[config.mk]
export PLATFORM = sky130hd
export DESIGN_NAME = ps2_rx
export DESIGN_NICKNAME = d
export VERILOG_FILES = /design/src/rtl/ps2_rx_pkg.sv /design/src/rtl/ps2_rx_sync_filter.sv /design/src/rtl/ps2_rx.sv
export SDC_FILE = /design/constraint.sdc
export NUM_CORES = 1
export LEC_CHECK = 0
export CORE_MARGIN = 10
export CORE_UTILIZATION = 50
export DETAILED_ROUTE_END_ITERATION = 10
export PLACE_DENSITY_LB_ADDON = 0.25
export SYNTH_ARGS = -nofsm -noshare
export SYNTH_HDL_FRONTEND = slang
export SYNTH_HIERARCHICAL = 1
export SYNTH_SLANG_ARGS = --single-unit
export TNS_END_PERCENT = 50
[constraint.sdc]
create_clock -name clk_i -period 2.5 [get_ports clk_i]
set_clock_uncertainty 0.2 [all_clocks]
set_input_delay 0.5 -clock clk_i [delete_from_list [all_inputs] [get_ports clk_i]]
set_output_delay 0.5 -clock clk_i [all_outputs]
set_load 0.01 [all_outputs]
[src/rtl/ps2_rx_pkg.sv]
// ps2_rx_pkg: shared types and constants for the PS/2 receive path.
//   ps2_state_t     receiver FSM states
//   PS2_FRAME_BITS  bits per PS/2 frame (start, 8 data, parity, stop)
//   PS2_DATA_BITS   payload bits per frame
//   ps2_parity_ok   odd-parity check over data plus parity bit
package ps2_rx_pkg;

  typedef enum logic [1:0] {
    PS2_IDLE,
    PS2_DATA,
    PS2_PARITY,
    PS2_STOP
  } ps2_state_t;

  localparam int PS2_FRAME_BITS = 11;
  localparam int PS2_DATA_BITS  = PS2_FRAME_BITS - 3;

  function automatic logic ps2_parity_ok(input logic [7:0] data, input logic par);
    return ^{data, par};
  endfunction

endpackage

[src/rtl/ps2_rx_sync_filter.sv]
// ps2_sync_filter: 2-FF synchroniser, FILTER_LEN-sample glitch filter and
// falling-edge pulse for an asynchronous, idle-high line.
//   clk_i   in   system clock
//   rst_i   in   synchronous reset, active-high
//   in_i    in   asynchronous input
//   filt_o  out  filtered level (1 after reset)
//   fall_o  out  1-cycle pulse on a filtered 1->0 transition
module ps2_sync_filter #(
  parameter int FILTER_LEN = 8
) (
  input  logic clk_i,
  input  logic rst_i,
  input  logic in_i,
  output logic filt_o,
  output logic fall_o
);

  localparam int CW = $clog2(FILTER_LEN + 1);

  logic          sync1_q, sync2_q;
  logic          filt_q, filt_d;
  logic          fall_q, fall_d;
  logic [CW-1:0] cnt_q, cnt_d;

  // Count consecutive synced samples that disagree with the filtered level;
  // any agreeing sample restarts the count.
  always_comb begin
    cnt_d  = '0;
    filt_d = filt_q;
    fall_d = 1'b0;
    if (sync2_q != filt_q) begin
      if (cnt_q == CW'(FILTER_LEN - 1)) begin
        filt_d = sync2_q;
        fall_d = filt_q;
      end else begin
        cnt_d = cnt_q + CW'(1);
      end
    end
  end

  always_ff @(posedge clk_i) begin
    if (rst_i) begin
      sync1_q <= 1'b1;
      sync2_q <= 1'b1;
      filt_q  <= 1'b1;
      fall_q  <= 1'b0;
      cnt_q   <= '0;
    end else begin
      sync1_q <= in_i;
      sync2_q <= sync1_q;
      filt_q  <= filt_d;
      fall_q  <= fall_d;
      cnt_q   <= cnt_d;
    end
  end

  assign filt_o = filt_q;
  assign fall_o = fall_q;

endmodule

[src/rtl/ps2_rx.sv]
// ps2_rx: PS/2 receiver front end. Deserialises device frames into scan
// codes, checks framing/parity, holds codes until acknowledged.
//   clk_i            in   system clock
//   rst_i            in   synchronous reset, active-high
//   ps2_clk_i        in   asynchronous PS/2 clock
//   ps2_dat_i        in   asynchronous PS/2 data
//   keycode_o        out  last received scan code
//   keycode_valid_o  out  keycode_o not yet acknowledged
//   keycode_ack_i    in   1-cycle consumer acknowledge
//   overflow_o       out  code overwritten before ack (sticky until ack)
//   frame_err_o      out  1-cycle pulse on bad frame or timeout
module ps2_rx
  import ps2_rx_pkg::*;
#(
  parameter int CLK_FREQ_HZ = 10_000_000,
  parameter int FILTER_LEN  = 8,
  parameter int TIMEOUT_US  = 100
) (
  input  logic       clk_i,
  input  logic       rst_i,
  input  logic       ps2_clk_i,
  input  logic       ps2_dat_i,
  output logic [7:0] keycode_o,
  output logic       keycode_valid_o,
  input  logic       keycode_ack_i,
  output logic       overflow_o,
  output logic       frame_err_o
);

  localparam int TIMEOUT_CYCLES =
    int'((64'(TIMEOUT_US) * 64'(CLK_FREQ_HZ)) / 64'd1_000_000);
  localparam int TW = $clog2(TIMEOUT_CYCLES + 1);

  logic ps2_clk_filt;
  logic fall;
  logic dat_sync1_q, dat_sync2_q;

  ps2_sync_filter #(.FILTER_LEN(FILTER_LEN)) u_clk_filter (
    .clk_i  (clk_i),
    .rst_i  (rst_i),
    .in_i   (ps2_clk_i),
    .filt_o (ps2_clk_filt),
    .fall_o (fall)
  );

  ps2_state_t    state_q, state_d;
  logic [7:0]    shift_q, shift_d;
  logic [2:0]    bitcnt_q, bitcnt_d;
  logic          par_q, par_d;
  logic [TW-1:0] tmo_q, tmo_d;
  logic [7:0]    code_q, code_d;
  logic          valid_q, valid_d;
  logic          ovf_q, ovf_d;
  logic          err_q, err_d;
  logic          deliver;

  always_comb begin
    state_d  = state_q;
    shift_d  = shift_q;
    bitcnt_d = bitcnt_q;
    par_d    = par_q;
    err_d    = 1'b0;
    deliver  = 1'b0;

    // Inter-edge watchdog: idle clears it, every fall restarts it, saturates.
    if (state_q == PS2_IDLE || fall) begin
      tmo_d = '0;
    end else if (tmo_q != TW'(TIMEOUT_CYCLES)) begin
      tmo_d = tmo_q + TW'(1);
    end else begin
      tmo_d = tmo_q;
    end

    unique case (state_q)
      PS2_IDLE: begin
        if (fall && !dat_sync2_q) begin
          state_d  = PS2_DATA;
          bitcnt_d = '0;
        end
      end
      PS2_DATA: begin
        if (fall) begin
          shift_d  = {dat_sync2_q, shift_q[7:1]};
          bitcnt_d = bitcnt_q + 3'd1;
          if (bitcnt_q == 3'(PS2_DATA_BITS - 1)) state_d = PS2_PARITY;
        end
      end
      PS2_PARITY: begin
        if (fall) begin
          par_d   = dat_sync2_q;
          state_d = PS2_STOP;
        end
      end
      PS2_STOP: begin
        if (fall) begin
          if (dat_sync2_q && ps2_parity_ok(shift_q, par_q)) deliver = 1'b1;
          else                                               err_d   = 1'b1;
          state_d = PS2_IDLE;
        end
      end
      default: state_d = PS2_IDLE;
    endcase

    if (state_q != PS2_IDLE && !fall && tmo_q == TW'(TIMEOUT_CYCLES)) begin
      state_d = PS2_IDLE;
      err_d   = 1'b1;
    end
  end

  // Handshake: ack clears, a delivery in the same cycle overrides it.
  always_comb begin
    code_d  = code_q;
    valid_d = valid_q;
    ovf_d   = ovf_q;
    if (keycode_ack_i && valid_q) begin
      valid_d = 1'b0;
      ovf_d   = 1'b0;
    end
    if (deliver) begin
      code_d  = shift_q;
      valid_d = 1'b1;
      if (valid_q && !keycode_ack_i) ovf_d = 1'b1;
    end
  end

  always_ff @(posedge clk_i) begin
    if (rst_i) begin
      dat_sync1_q <= 1'b1;
      dat_sync2_q <= 1'b1;
      state_q     <= PS2_IDLE;
      shift_q     <= '0;
      bitcnt_q    <= '0;
      par_q       <= 1'b0;
      tmo_q       <= '0;
      code_q      <= '0;
      valid_q     <= 1'b0;
      ovf_q       <= 1'b0;
      err_q       <= 1'b0;
    end else begin
      dat_sync1_q <= ps2_dat_i;
      dat_sync2_q <= dat_sync1_q;
      state_q     <= state_d;
      shift_q     <= shift_d;
      bitcnt_q    <= bitcnt_d;
      par_q       <= par_d;
      tmo_q       <= tmo_d;
      code_q      <= code_d;
      valid_q     <= valid_d;
      ovf_q       <= ovf_d;
      err_q       <= err_d;
    end
  end

  assign keycode_o       = code_q;
  assign keycode_valid_o = valid_q;
  assign overflow_o      = ovf_q;
  assign frame_err_o     = err_q;

endmodule

Yosys cells after proc, flatten, opt, wreduce, memory -nomap -nowiden
Index checks and enable logic that the tools add are counted.

storage, ports and cells
  register bits = 45
  input port bits = 5
  word-level logic and storage cells = 79

cells by class
  $add $sub $neg = 3
  equality and inequality tests = 13
  multiplexer cells = 21
  bitwise logic cells = 2
  reductions and logical operators = 24

operators with widths
  kind                                           count
  2-to-1 mux 1 bit                               12
  adder 10 x 1 -> 10 bit, second input constant  1
  == test 10 bit, second input constant          1
  2-to-1 mux 2 bit                               5
  != test 10 bit, second input constant          1
  parity 9 bit                                   1
  != test 2 x 1 -> 1 bit, second input constant  4
  case mux 2 bit (4 select lines)                1
  logical AND 1 bit                              6
  2-to-1 mux 3 bit                               2
  case mux 3 bit (2 select lines)                1
  AND reduction 2 bit                            3
  nonzero test 2 bit                             3
  OR reduction 3 bit                             2
  AND reduction 5 bit                            1
  adder 4 x 1 -> 4 bit, second input constant    1
  == test 2 bit, second input constant           2
  == test 4 x 3 -> 1 bit, second input constant  1
  OR reduction 2 bit                             2
  adder 3 x 1 -> 3 bit, second input constant    1
  == test 3 bit, second input constant           1
  logical NOT 1 bit                              3
  AND reduction 3 bit                            1
  == test 2 x 1 -> 1 bit, second input constant  1
  5 further kinds                                6

Depth between registers and ports, before layout
Gate-level depths: netlist (run 1).

  depth after elaboration = 6
  gate-level depth with buffers = 6

Cells and area by module
Netlist (run 1), hierarchy kept.

by module, submodules not included
  module           instances  cells an instance  area an instance (um^2)
  ps2_rx           1          194                1779.2
  ps2_sync_filter  1          26                 300.3

Worst setup path before layout (run 1)
Ideal clock, no wire load.

  path kind = reg-to-reg
  start = reg shift_q[1]
  end = reg code_q[0] (netlist: keycode_o[0])
  data arrival time = 1.515 ns
  setup slack = 0.667 ns
  stages on the path, launching flop included = 6
  buffers on the path = 1
  period minus slack after synthesis = 1.833 ns
  cells stage by stage = dfxtp_1 > xor2_1 > xnor3_2 > mux2_4 > buf_6 > mux2i_1

on the way
  word-level cells in the longest chain between the ends = 5

ends and longest elaborated chain
  element                 RTL line          RTL
  start, declared         ps2_rx.sv:47      logic [7:0] shift_q, shift_d;
  start signal, assigned  ps2_rx.sv:143     shift_q <= shift_d;
  parity 9 bit            ps2_rx_pkg.sv:19  return ^{data, par};
  logical AND 1 bit       ps2_rx.sv:96      if (dat_sync2_q && ps2_parity_ok(shift_q, par_q)) deliver = 1'b1;
  2-to-1 mux 1 bit        ps2_rx.sv:96
  2-to-1 mux 1 bit        ps2_rx.sv:95      if (fall) begin
  2-to-1 mux 1 bit        ps2_rx.sv:74      unique case (state_q)
  end signal, assigned    ps2_rx.sv:147     code_q <= code_d;
  end, declared           ps2_rx.sv:51      logic [7:0] code_q, code_d;

No other way between the ends.
A chain may end at the register's enable or synchronous reset.

Final worst setup path (run 1)
  start = reg state_q[1]
  end = reg state_q[0]

on the way
  word-level cells in the longest chain between the ends = 4
  elaborated cells on any way between the ends = 15
  those cells by class = eq/ne (8); mux (1); reduce/logical (6)

ends and longest elaborated chain
  element                                                                      RTL line       RTL
  start, declared                                                              ps2_rx.sv:46   ps2_state_t state_q, state_d;
  start signal, assigned                                                       ps2_rx.sv:142  state_q <= state_d;
  parallel branches: the longest is 4 deep, another holds AND reduction 5 bit  --

Parallel ways; which one is timed is not known.

==> key figures, run 1 <==
Placement
  • Number of I/O port buffers: 15
  • Routability cong.: 0.775
  • Post-DP HPWL: 2.48 mm
  • Placed instance count: 278
  • Setup WS pre-CTS: 0.459 ns

Synthesis
  • Synth top area cells: dfxtp_1 (43%), mux2i_1 (6.3%), ha_1 (6.0%)
  • Syn nets: 235
  • #FFs+latches synth: 45
  • Top-count cell post-synth: dfxtp_1
  • Async S/R FF share, synth: 0%
  • Mapped Cells: 220
  • Top post-synthesis cells by count: dfxtp_1 (45), nand2_1 (22), nor2_1 (19)
  • Post-Synthesis Cell Area: 0.00208 mm^2
  • Primary FF master, synth: dfxtp_1
  • Top-area cell type share of the netlist area: 43.3%
  • YS warnings: 6
  • Distinct cell type count after synthesis: 38
  • EDFF count, synth: 0
  • Post-synth top area cell: dfxtp_1
  • Mean post-synth cell area: 9.45 um^2
  • Seq/Total Area, Yosys: 43.3%

Worst setup path
  • CP arrival: 2.08 ns
  • Worst path bufs/invs: 1
  • CP top delay family: compound AO/OA/AOI/OAI gates
  • Slowest-stage cell, CP: ha_1
  • CP max stage delay: 0.39 ns
  • Top fanout value on the critical path: 12
  • Element type at the critical path start: register
  • Crit end category: register
  • Req. time, crit path: 2.51 ns
  • CP cell instances: inv_1 -> ha_1 -> nor2_1 -> o2111ai_1 -> mux2_2 -> a211oi_1
  • Critical path class: reg -> reg

STA
  • Worst-Margin Slew: 0.367 ns
  • Final setup fails: 0
  • WHS: 0.213 ns
  • Part of the cycle the worst path needs: 82.6%
  • Fmax: 0.484 GHz
  • Setup Total Neg Slack: 0 ns
  • Relative slew slack: 75.2%
  • Final Max Tran Viols: 0
  • Final hold vios: 0
  • PnR worst setup slack: 0.434 ns
  • Final worst path period need: 2.07 ns
  • Unrepaired setup endpoints after global routing: false

Final layout
  • Layout area overhead: 14.0%
  • # diodes: 0
  • Non-Filler Instances: 285
  • Layout Nets: 250
  • Share of layout cells above drive strength 1: 8.09%

Clocking
  • Max Root-Sink Buffers: 2
  • Max H-tree Level: 2
  • Sink Count: 45
  • Clk slew on worst S/H paths: 0.08 ns
  • Root Driver: clkbuf_8
  • Setup bufs post-CTS: 0
  • Hold Buf Count CTS: 0
  • Number of gates resized after cts: 0
  • Num CTS Buffers: 5
  • Clk_lat worst skew: 0.30 ns
  • CTS tree: built

Drt
  • TritonRoute pass-1 iters: 4
  • Detailed Route Iter0 Violations: 66
  • Via count: 1,460
  • Vias/cell: 5.12
  • Antenna Nets Post-Route: 0
  • Residual DRC: 0
  • DR WL/cell: 12.1 um
  • Final Routed Wirelength: 3.45 mm

Pwr
  • LEAKAGE: 0.901 nW
  • Switching pwr: 0.250 mW
  • Seq pwr share: 56.7%
  • Clk pwr share: 41.4%
  • Pint: 1.02 mW
  • Max VDD drop: 0.000350 V
  • Switching Fraction: 19.6%
  • Overall power: 1.27 mW
  • Combinational Power Share: 2.0%
  • Pwr/cell area: 537 mW/mm^2

Global route
  • Vias in the first global route: 1,381
  • Total GRT Usage: 10.2%
  • First-pass GRT wire length: 6.18 mm
  • Largest net degree at the start of global routing: 42
  • Initial antenna violation count: 0
  • GR Overflow Total: 0

Floorplanning
  • Rows: 23
  • Core box area: 0.00400 mm^2
  • Initial Util: 52.0%
  • Die ar.: 0.00714 mm^2
  • I/O pin count: 16
  • Die Width: 84.5 um
  • Die Y: 84.5 um

Hold path
  • Hold Path Class: reg -> reg

Run status
  • Status: completed

Job
  • Max-Cap Viols: 0
-- cell usage in the layout (no fill, tap or decap), types with 2 or more instances in the layout --
cell,instances
xor2_1,6
or2_2,4
nand3_1,15
nor3_1,2
a21oi_1,14
nor2_1,19
or2b_1,2
ha_1,10
o21ai_0,3
buf_4,2
a22oi_1,2
nand3b_1,3
nand2b_1,17
nand2_1,22
and3_1,2
mux2i_1,13
clkdlybuf4s50_1,15
or3_1,3
clkbuf_8,5
inv_1,6
xnor2_1,6
dfxtp_1,45
a211oi_1,2
-- logic make-up (layout without fill, tap and decap cells) --
kind of cell             count (synthesis)  in the layout  synth area share [%]
AND/OR/NAND/NOR                         95             95                  24.5
flip-flops                              45             45                  43.3
AO/OA/AOI/OAI                           25             25                  7.16
XOR/XNOR                                15             15                  8.42
multiplexers                            15             15                  7.52
buffers and inverters                   15             30                  3.07
adder cells (fa/ha/maj)                 10             10                  6.02
-- stage by stage --
| step | util (%) | instance area (um^2) |
|---|---|---|
| after floorplan | - | 2080 |
| after global placement | 56.6 | 2270 |
| after detailed placement | 56.6 | 2270 |
| after CTS | 59.2 | 2370 |
| after global routing | 59.2 | 2370 |
| final | 59.2 | 2370 |
-- routing by layer --
metal / wire length [um] / global-route usage [%] / share of wire (%)
met5: 0 / 0 / 0
met4: 67 / 5.39 / 1.9
met3: 148 / 3.19 / 4.3
met2: 1560 / 16.1 / 45
met1: 1670 / 12.1 / 49
-- worst reg2reg max path: cells and delay by family, from the launching register on --
| kind | cells | cell delay [ns] |
|---|---|---|
| AND/OR/NAND/NOR | 1 | 0.11 |
| AO/OA/AOI/OAI | 2 | 0.47 |
| flip-flops | 1 | 0.34 |
| multiplexers | 1 | 0.37 |
| adder cells (fa/ha/maj) | 1 | 0.39 |
| buffers and inverters | 1 | 0.10 |
-- path summary, 6_finish.rpt --
| check | start | end | slack [ns] | cells after the start |
|---|---|---|---|---|
| hold reg to reg | dat_sync1_q | dat_sync2_q | 0.21 | 1 |
| setup reg to reg | state_q[1] | state_q[0] | 0.43 | 6 |
| hold / removal | dat_sync1_q | dat_sync2_q | 0.21 | 1 |
| setup / recovery | state_q[1] | state_q[0] | 0.43 | 6 |
-- area by class of cell --
cell class / instances / area [um^2]
Sequential cell: 45 / 901
Multi-Input combinational cell: 160 / 1110
Timing Repair Buffer: 17 / 165
Fill cell: 381 / 1630
Clock inverter: 2 / 35.0
Tap cell: 50 / 62.6
Clock buffer: 5 / 68.8
Inverter: 6 / 22.5
-- registers in the layout, summed over array words and instances (netlist names), 2 cells and up, named ones only --
signal	cells
bitcnt_q	3
keycode_o	8
state_q	2
u_clk_filter/cnt_q	4
shift_q	8
tmo_q	10
-- power groups by stage --
stage	Sequential (mW)	Combinational, mW	Clock [mW]
final	0.722	0.0250	0.527
after global routing	0.722	0.0283	0.570
after CTS	0.722	0.0254	0.545
after detailed placement	0.739	0.0253	0
after global placement	0.739	0.0251	0
after floorplan	0.738	0.0151	0
Note: power is estimated with default switching activity, not from simulation.
==> run 2, diff against run 1 <==
clock period = 1.7 ns   (was 2.5 ns; I/O delays follow)
==> key figures, run 2 (same netlist as run 1, synthesis figures left out) <==
Run status
  • Status: finished with violations
  • Failing checks: setup timing

Global route
  • Vias in the first global route: 1,501 (+8.7%)
  • Total GRT Usage: 11.0% (+0.84 points)
  • Largest net degree at the start of global routing: 28 (-33%)
  • First-pass GRT wire length: 6.60 mm (+6.8%)
  • Initial antenna violation count: 0 (unchanged)
  • GR Overflow Total: 0 (unchanged)

Floorplanning
  • I/O pin count: 16 (unchanged)
  • Die ar.: 0.00714 mm^2 (unchanged)
  • Core box area: 0.00400 mm^2 (unchanged)
  • Rows: 23 (unchanged)
  • Initial Util: 52.0% (unchanged)
  • Die Y: 84.5 um (unchanged)
  • Die Width: 84.5 um (unchanged)

Clocking
  • Hold Buf Count CTS: 0 (unchanged)
  • Root Driver: clkbuf_8
  • Max H-tree Level: 2 (unchanged)
  • Max Root-Sink Buffers: 2 (unchanged)
  • Clk slew on worst S/H paths: 0.08 ns (about the same)
  • Num CTS Buffers: 5 (unchanged)
  • Clk_lat worst skew: 0.30 ns (about the same)
  • Sink Count: 45 (unchanged)
  • CTS tree: built

Final layout
  • Register bank with the most flops: tmo_q
  • Layout area overhead: 22.1%
  • Most frequent cells in the layout: dfxtp_1 (40), nand2_1 (22), buf_4 (22)
  • Commonest non-fill, non-tap cell in the layout: dfxtp_1
  • Layout Nets: 271 (+8.4%)
  • Share of layout cells above drive strength 1: 19.8% (+12 points)
  • Max reg flops: 10 (unchanged)
  • Final Util: 63.5% (+4.2 points)
  • Filler cells: 345 (-9.4%)
  • # diodes: 0 (unchanged)

STA
  • Final worst path period need: 1.78 ns (-0.285 ns)
  • Setup Total Neg Slack: -0.600 ns (-0.600 ns)
  • Fmax: 0.561 GHz (+16%)
  • WHS: 0.218 ns (+0.00493 ns)
  • Part of the cycle the worst path needs: 105% (+22 points)
  • Worst-Margin Slew: 0.318 ns (-0.0483 ns)
  • Unrepaired setup endpoints after global routing: true
  • Final hold vios: 0 (unchanged)
  • Relative slew slack: 78.5% (+3.3 points)
  • PnR worst setup slack: -0.0811 ns (-0.515 ns)
  • Final setup fails: 11 (+11)
  • Final Max Tran Viols: 0 (unchanged)

Placement
  • Routability cong.: 0.799 (+3.1%)
  • Number of I/O port buffers: 15 (unchanged)
  • Post-DP HPWL: 2.75 mm (+11%)
  • Setup WS pre-CTS: -0.0730 ns (-0.532 ns)

Drt
  • Vias/cell: 5.08 (-0.87%)
  • TritonRoute pass-1 iters: 4 (unchanged)
  • Antenna Nets Post-Route: 0 (unchanged)
  • Via count: 1,559 (+6.8%)
  • Final Routed Wirelength: 3.78 mm (+9.7%)
  • Residual DRC: 0 (unchanged)
  • DR WL/cell: 12.3 um (+1.8%)
  • Detailed Route Iter0 Violations: 68 (+3.0%)

Worst setup path
  • CP arrival: 1.77 ns (-0.31 ns)
  • Crit end category: register
  • Req. time, crit path: 1.69 ns (-0.82 ns)
  • Top fanout value on the critical path: 8 (-4)
  • Element type at the critical path start: register
  • Critical path class: reg -> reg

Pwr
  • Max VDD drop: 0.000521 V (+49%)
  • Pwr/cell area: 681 mW/mm^2 (+27%)
  • LEAKAGE: 1.06 nW (+17%)

Job
  • Max-Cap Viols: 0 (unchanged)

Hold path
  • Hold Path Class: reg -> reg
## run 2: critical path, stage by stage, from the launching register on
cell and delay (ns):
dfxtp_2 0.33, xnor2_1 0.14, xnor3_2 0.46, mux2_4 0.39, mux2i_1 0.15
## run 2: final cells by class
class	instances	area, um^2	area share [%]
inverter	6	22.5	0.887
timing repair buffer	38	313	12.3
clock buffer	6	72.6	2.86
sequential	45	907	35.7
clock inverter	2	10.0	0.394
multi-input combinational	160	1150	45.3
tap	50	62.6	2.46
## run 2: repair_timing
| action | 4_1_cts | 5_1_grt |
|---|---|---|
| gates cloned | 0 | 0 |
| setup endpoints to repair | 28 | 22 |
| pin swaps | 4 | 3 |
| setup buffers | 1 | 0 |
| resized for setup | 20 | 3 |
## run 2: metrics by stage
step	power [mW]	cell area (um^2)	cells
floorplan	1.11	2080	220
global placement	1.13	2420	298
detailed placement	1.13	2420	298
CTS	1.75	2530	307
global route	1.80	2540	307
finish	1.73	2540	307
## run 2: per-layer routing
layer | share of wire [%] | GRT usage [%] | vias up
met2 | 47 | 17.8 | 16
met1 | 47 | 12.5 | 720
met5 | 0 | 0 | -
li1 | - | - | 818
met4 | 1.5 | 5.54 | 0
met3 | 4.5 | 3.96 | 5
## run 2: final timing paths
path	from	end	slack [ns]	cells after the start
min reg2reg	dat_sync1_q	dat_sync2_q	0.22	1
max reg2reg	shift_q[3]	keycode_o[3]	-0.08	4
max	shift_q[3]	keycode_o[3]	-0.08	4
min	dat_sync1_q	dat_sync2_q	0.22	1
## run 2: where the power goes
part           total, mW  internal, mW  switching, mW
combinational     0.0441        0.0249         0.0192
clock              0.622         0.285          0.337
sequential          1.06          1.06        0.00350
total               1.73          1.37          0.360
